===== config.mk =====
export PLATFORM = sky130hd
export DESIGN_NAME = ems_bubble_generator
export DESIGN_NICKNAME = d
export VERILOG_FILES = /design/src/rtl/ems_pkg.sv /design/src/rtl/bubble_min_select.sv /design/src/rtl/ems_bubble_generator.sv
export SDC_FILE = /design/constraint.sdc
export NUM_CORES = 1
export LEC_CHECK = 0
export ABC_CLOCK_PERIOD_IN_PS = 11300
export BUFFER_PORTS_ARGS = -buffer_cell sky130_fd_sc_hd__buf_2
export CORE_MARGIN = 1
export CORE_UTILIZATION = 57
export DETAILED_ROUTE_END_ITERATION = 8
export PLACE_DENSITY = 0.79
export SLEW_MARGIN = 20
export SYNTH_ARGS = -nofsm -noshare
export SYNTH_HDL_FRONTEND = slang
export SYNTH_SLANG_ARGS = --single-unit

===== constraint.sdc =====
create_clock -name clk -period 11.3 [get_ports clk]
set_input_delay 0 -clock clk [delete_from_list [all_inputs] [get_ports clk]]
set_output_delay 0 -clock clk [all_outputs]
set_load 0.02 [all_outputs]

===== src/rtl/ems_pkg.sv =====
// Shared types and helpers for the EMS bubble generator: widths, state encoding,
// bubble record and the saturating LLR adder.
package ems_pkg;

  localparam int LLR_W   = 6;   // LLR_Width + 1
  localparam int Q_W     = 7;   // Q_Width + 1
  localparam int IDX_W   = 4;   // Addr_Width + 1
  localparam int MAX_LLR = 31;

  typedef enum logic [1:0] {
    ST_IDLE,
    ST_INIT,
    ST_RUN,
    ST_DRAIN
  } state_t;

  typedef struct packed {
    logic             valid;
    logic [IDX_W-1:0] row;
    logic [IDX_W-1:0] col;
    logic [LLR_W-1:0] sum;
    logic [Q_W-1:0]   sym;
  } bubble_t;

  // The sum is formed one bit wider so an overflow past max_llr is visible.
  function automatic logic [LLR_W-1:0] sat_add(input logic [LLR_W-1:0] a,
                                               input logic [LLR_W-1:0] b,
                                               input logic [LLR_W-1:0] max_llr);
    logic [LLR_W:0] s;
    s = {1'b0, a} + {1'b0, b};
    if (s > {1'b0, max_llr}) return max_llr;
    return s[LLR_W-1:0];
  endfunction

endpackage


===== src/rtl/bubble_min_select.sv =====
// Combinational Nb-way minimum over the valid bubbles; equal sums resolve to the
// lowest bubble index.
module bubble_min_select
  import ems_pkg::*;
#(
  parameter  int Nb    = 4,
  localparam int SEL_W = (Nb > 1) ? $clog2(Nb) : 1
) (
  input  bubble_t          bubbles [Nb],
  output logic [SEL_W-1:0] win_idx,
  output logic             win_valid
);

  logic [LLR_W-1:0] best;

  // Strict less-than keeps the earlier (lower k) bubble on a tie.
  always_comb begin
    win_idx   = '0;
    win_valid = 1'b0;
    best      = '0;
    for (int k = 0; k < Nb; k++) begin
      if (bubbles[k].valid && (!win_valid || bubbles[k].sum < best)) begin
        win_valid = 1'b1;
        win_idx   = SEL_W'(k);
        best      = bubbles[k].sum;
      end
    end
  end

endmodule


===== src/rtl/ems_bubble_generator.sv =====
// EMS elementary-step candidate generator: Nb row-walking bubbles merge the
// U x V sum grid into a non-decreasing LLR stream for the duplication filter.
module ems_bubble_generator
  import ems_pkg::*;
#(
  parameter int LLR_Width  = 5,
  parameter int Q_Width    = 6,
  parameter int Nm         = 16,
  parameter int Addr_Width = 3,
  parameter int Nb         = 4,
  parameter int Max_Ops    = 32,
  parameter int Max_LLR    = 31
) (
  input  logic                clk,
  input  logic                rst_n,
  input  logic                Load_Valid,
  input  logic                Load_Sel,
  input  logic [Addr_Width:0] Load_Addr,
  input  logic [LLR_Width:0]  Load_LLR,
  input  logic [Q_Width:0]    Load_Q,
  input  logic                Start,
  input  logic                Filter_Full,
  output logic                Busy,
  output logic                Output_Valid,
  output logic [LLR_Width:0]  Output_LLR,
  output logic [Q_Width:0]    Output_Q,
  output logic                Done
);

  localparam int SEL_W = (Nb > 1) ? $clog2(Nb) : 1;
  localparam int OPS_W = $clog2(Max_Ops + 1);

  logic [LLR_Width:0] u_llr [Nm];
  logic [Q_Width:0]   u_q   [Nm];
  logic [LLR_Width:0] v_llr [Nm];
  logic [Q_Width:0]   v_q   [Nm];

  state_t           state, next_state;
  bubble_t          bub      [Nb];
  bubble_t          init_bub [Nb];
  bubble_t          win_bub, adv_bub;
  logic [SEL_W-1:0] win_idx;
  logic             win_valid;
  logic             any_after;
  logic             emit;
  logic [OPS_W-1:0] ops;

  always_ff @(posedge clk) begin
    if (state == ST_IDLE && Load_Valid) begin
      if (!Load_Sel) begin
        u_llr[Load_Addr] <= Load_LLR;
        u_q[Load_Addr]   <= Load_Q;
      end else begin
        v_llr[Load_Addr] <= Load_LLR;
        v_q[Load_Addr]   <= Load_Q;
      end
    end
  end

  bubble_min_select #(.Nb(Nb)) u_min_select (
    .bubbles   (bub),
    .win_idx   (win_idx),
    .win_valid (win_valid)
  );

  always_comb begin
    for (int k = 0; k < Nb; k++) begin
      init_bub[k].valid = 1'b1;
      init_bub[k].row   = IDX_W'(k);
      init_bub[k].col   = '0;
      init_bub[k].sum   = sat_add(u_llr[k], v_llr[0], LLR_W'(Max_LLR));
      init_bub[k].sym   = u_q[k] ^ v_q[0];
    end
  end

  // Winner steps one column right; leaving the last column retires it.
  always_comb begin
    win_bub = '0;
    for (int k = 0; k < Nb; k++) begin
      if (SEL_W'(k) == win_idx) win_bub = bub[k];
    end
    adv_bub       = win_bub;
    adv_bub.col   = win_bub.col + 1'b1;
    adv_bub.valid = (win_bub.col != IDX_W'(Nm - 1));
    adv_bub.sum   = sat_add(u_llr[win_bub.row], v_llr[adv_bub.col], LLR_W'(Max_LLR));
    adv_bub.sym   = u_q[win_bub.row] ^ v_q[adv_bub.col];
    any_after     = 1'b0;
    for (int k = 0; k < Nb; k++) begin
      any_after = any_after | ((SEL_W'(k) == win_idx) ? adv_bub.valid : bub[k].valid);
    end
  end

  always_comb begin
    next_state = state;
    emit       = 1'b0;
    case (state)
      ST_IDLE:  if (Start) next_state = ST_INIT;
      ST_INIT:  next_state = ST_RUN;
      ST_RUN: begin
        if (Filter_Full || !win_valid) begin
          next_state = ST_DRAIN;
        end else begin
          emit = 1'b1;
          if (ops + OPS_W'(1) == OPS_W'(Max_Ops) || !any_after) next_state = ST_DRAIN;
        end
      end
      ST_DRAIN: next_state = ST_IDLE;
      default:  next_state = ST_IDLE;
    endcase
  end

  always_ff @(posedge clk) begin
    if (!rst_n) begin
      for (int k = 0; k < Nb; k++) bub[k].valid <= 1'b0;
    end else if (state == ST_INIT) begin
      for (int k = 0; k < Nb; k++) bub[k] <= init_bub[k];
    end else if (emit) begin
      for (int k = 0; k < Nb; k++) begin
        if (SEL_W'(k) == win_idx) bub[k] <= adv_bub;
      end
    end
  end

  // Busy/Done are registered decodes of the next state so they track it glitch-free.
  always_ff @(posedge clk) begin
    if (!rst_n) begin
      state        <= ST_IDLE;
      Busy         <= 1'b0;
      Done         <= 1'b0;
      Output_Valid <= 1'b0;
      Output_LLR   <= '0;
      Output_Q     <= '0;
      ops          <= '0;
    end else begin
      state        <= next_state;
      Busy         <= (next_state != ST_IDLE);
      Done         <= (next_state == ST_DRAIN);
      Output_Valid <= emit;
      if (emit) begin
        Output_LLR <= win_bub.sum;
        Output_Q   <= win_bub.sym;
      end
      if (state == ST_INIT) ops <= '0;
      else if (emit)        ops <= ops + OPS_W'(1);
    end
  end

endmodule


==> out/results.ini <==
[floorplan]
die_area_sq_um=42000
rows=73
die_w_um=205
die_h_um=205
coreArea_sq_um=40200
start_util_pct=58.4
ios=39

[critical_path]
crit_top_cell=ha_1
end_kind=flip-flop
rrSetupSlack_ns=0.76
cp.arrival_ns=10.87
worst-endpoint-required_ns=11.63
path_max_fanout=18
crit_type=reg2reg
crit_path_start_kind=flip-flop
critPathMaxStageDelay_ns=0.60
cp_slowest_cell=ha_1

[synthesis]
yosys-top-cells-area=edfxtp_1 (64%), mux2i_1 (4.3%), nand2_1 (3.7%)
synth_area_per_cell_sq_um=13.9
yosysWarnings=0
synth_seq_cells=528
synth_top_area_share_pct=64.0
synth_edf_count=500
synth_top_area_cell=edfxtp_1
seq_area_frac_synth_pct=66.4
async_flop_share_pct=0
synth_cell_types=81
synthFlopType=edfxtp_1
synth_most_common_cell=edfxtp_1
ys_top_cells_by_count=edfxtp_1 (500), nand2_1 (231), mux2i_1 (100)
syn_inst=1693
syn_area_sq_um=23500

[min_path]
hold_class=in2reg

[timing]
relSlewSlack_pct=18.2
max_slew.worst_pin.slew_ns=1.22
finalSetupViolCount=0
timing.hold.ws_ns=0.146
skew_ns=0.0112
period_needed_ns=10.54
grt_setup_unrepaired=no
period_share_pct=93.3
fin_setup_tns_ns=0
finalMaxSlewViolations=0
hold_viol_final=0
fmaxAchievable_mhz=94.9

[pwr]
power_frac_clock_pct=25.3
p_switching_mw=2.44
p_leak_nw=9.21
switching_share_pct=36.1
p_int_mw=4.31
p_comb_share_pct=39.2
power_density_nw_per_um2=256
seq_power_share_pct=35.5
peakVddDrop_mv=0.161

[place]
placed_cells=2230
gp_congestion=0.895
io_buffer_count=38
hpwl_um=37800

[route]
drc_errors=0
drtIter0Drc=1810
wl_met1_um=23800
drt-pass1-iter-count=5
dr_wl_met3_um=5080
drtAntennaViolNets=0
drt_wl_total_um=57700
highest_layer=met4
drt-vias-per-instance=6.37
vias=14900
wl_met2_um=27000
wire_per_inst_um=24.7

[flow_run]
maxCapViolations=0

[clock_network]
cts.sinks=528
cts-root-buf=clkbuf_16
path_clk_slew_ns=0.06
cts_buffers=51
clock_path_buffers=3
cts_tree=built
postCtsSetupBuffers=0
cts_max_level=2
clk_latency_ns=0.59

[final_layout]
synthToLayoutAreaGrowth_pct=12.2
finalNonFillerCells=2340
n_antenna_cell=0
finalNetCount=1852
nFillCells=2832
drive_gt1_share_pct=13.9

[grt]
grt-ovfl-total=0
first_global_vias=14400
grt_pass1_wl_um=87500
grt_usage_pct=28.1
grt_max_degree=92
antenna_found_initial=0

[run_status]
status=finished, final reports clean

-- through the flow --
| step | power (mW) | area, sq um | setup slack (ns) | utilization (%) |
|---|---|---|---|---|
| after floorplan | 4.17 | 23500 | 0.0400 | - |
| after global placement | 4.96 | 24500 | 0.659 | 60.9 |
| after detailed placement | 5.02 | 24500 | 0.399 | 60.9 |
| after CTS | 6.73 | 26300 | 0.304 | 65.5 |
| after global routing | 7.02 | 26300 | 0.130 | 65.5 |
| final | 6.75 | 26300 | 0.761 | 65.5 |
-- critical path, delay by kind of cell, from the launching register on --
family	cells	cell delay (ns)
and+or+nand+nor	14	3.50
AOI/OAI and AO/OA	13	2.43
adders and majority gates	6	2.27
muxes	3	0.91
buffers and inverters	3	0.61
DFF	1	0.50
-- logic make-up (layout without fill, tap and decap cells) --
kind of cell               Yosys count  in the layout  synth area share (%)
DFF                                528            528                  66.4
other                                1              4                0.0160
xor gates and xnor gates            49             49                  1.86
AOI/OAI and AO/OA                  306            306                  9.79
adders and majority gates           55             55                  3.09
and+or+nand+nor                    517            517                  10.1
muxes                              128            128                  6.86
buffers and inverters              109            228                  1.88
-- area by class of cell --
class | instances | area (sq um) | share of cell area (%)
Sequential cell | 528 | 15600 | 59.2
Tap cell | 525 | 657 | 2.50
Clock inverter | 29 | 293 | 1.11
Inverter | 17 | 66.3 | 0.252
Multi-Input combinational cell | 1059 | 7520 | 28.6
Clock buffer | 65 | 1370 | 5.21
Timing Repair Buffer | 117 | 836 | 3.18
-- worst paths after layout --
path                 from          end  cells after the start
min          Load_Addr[0]  v_llr[1][5]                      4
min reg2reg   Output_Q[4]  Output_Q[4]                      2
max reg2reg       bub[87]       bub[7]                     39
max               bub[87]       bub[7]                     39
-- power groups by stage --
stage          Combinational (mW)  Clock, mW  Sequential (mW)
4_1_cts                      2.61       1.72             2.40
5_1_grt                      2.83       1.79             2.40
6_report                     2.65       1.71             2.40
3_5_place_dp                 2.58          0             2.44
2_1_floorplan                1.75          0             2.42
3_3_place_gp                 2.52          0             2.44
-- sequential cells by signal, summed over array words and instances (netlist names) --
| register | count |
|---|---|
| v_llr | 96 |
| Done | 1 |
| u_llr | 96 |
| Output_Q | 7 |
| v_q | 112 |
| Output_Valid | 1 |
| Output_LLR | 6 |
| bub | 88 |
| ops | 6 |
| Busy | 1 |
| u_q | 112 |
| state | 2 |
-- cell usage in the layout, fill, tap and decap left out, types with 24 or more instances in the layout --
master / n
mux2i_1: 100
ha_1: 49
and3_1: 24
clkbuf_16: 52
a311oi_1: 32
nor2_1: 75
mux4_2: 25
o21ai_0: 43
buf_2: 38
nand2_1: 231
xor2_1: 33
nand3_1: 79
edfxtp_1: 500
a211oi_1: 24
dfxtp_1: 27
o31ai_1: 25
buf_4: 62
a21oi_1: 37
-- per-layer routing --
metal  vias to the layer above  GRT usage (%)
met5                         -              0
met4                         0           10.0
met3                       129           4.02
met2                       781           44.3
met1                      7303           40.1
li1                       6688              -
-- what timing repair did --
item | CTS | global route
hold endpoints to repair | 423 | 0
setup endpoints to repair | 0 | 20
resized for setup | 0 | 3
hold buffers | 16 | 0
(Power assumes the default switching activity.)
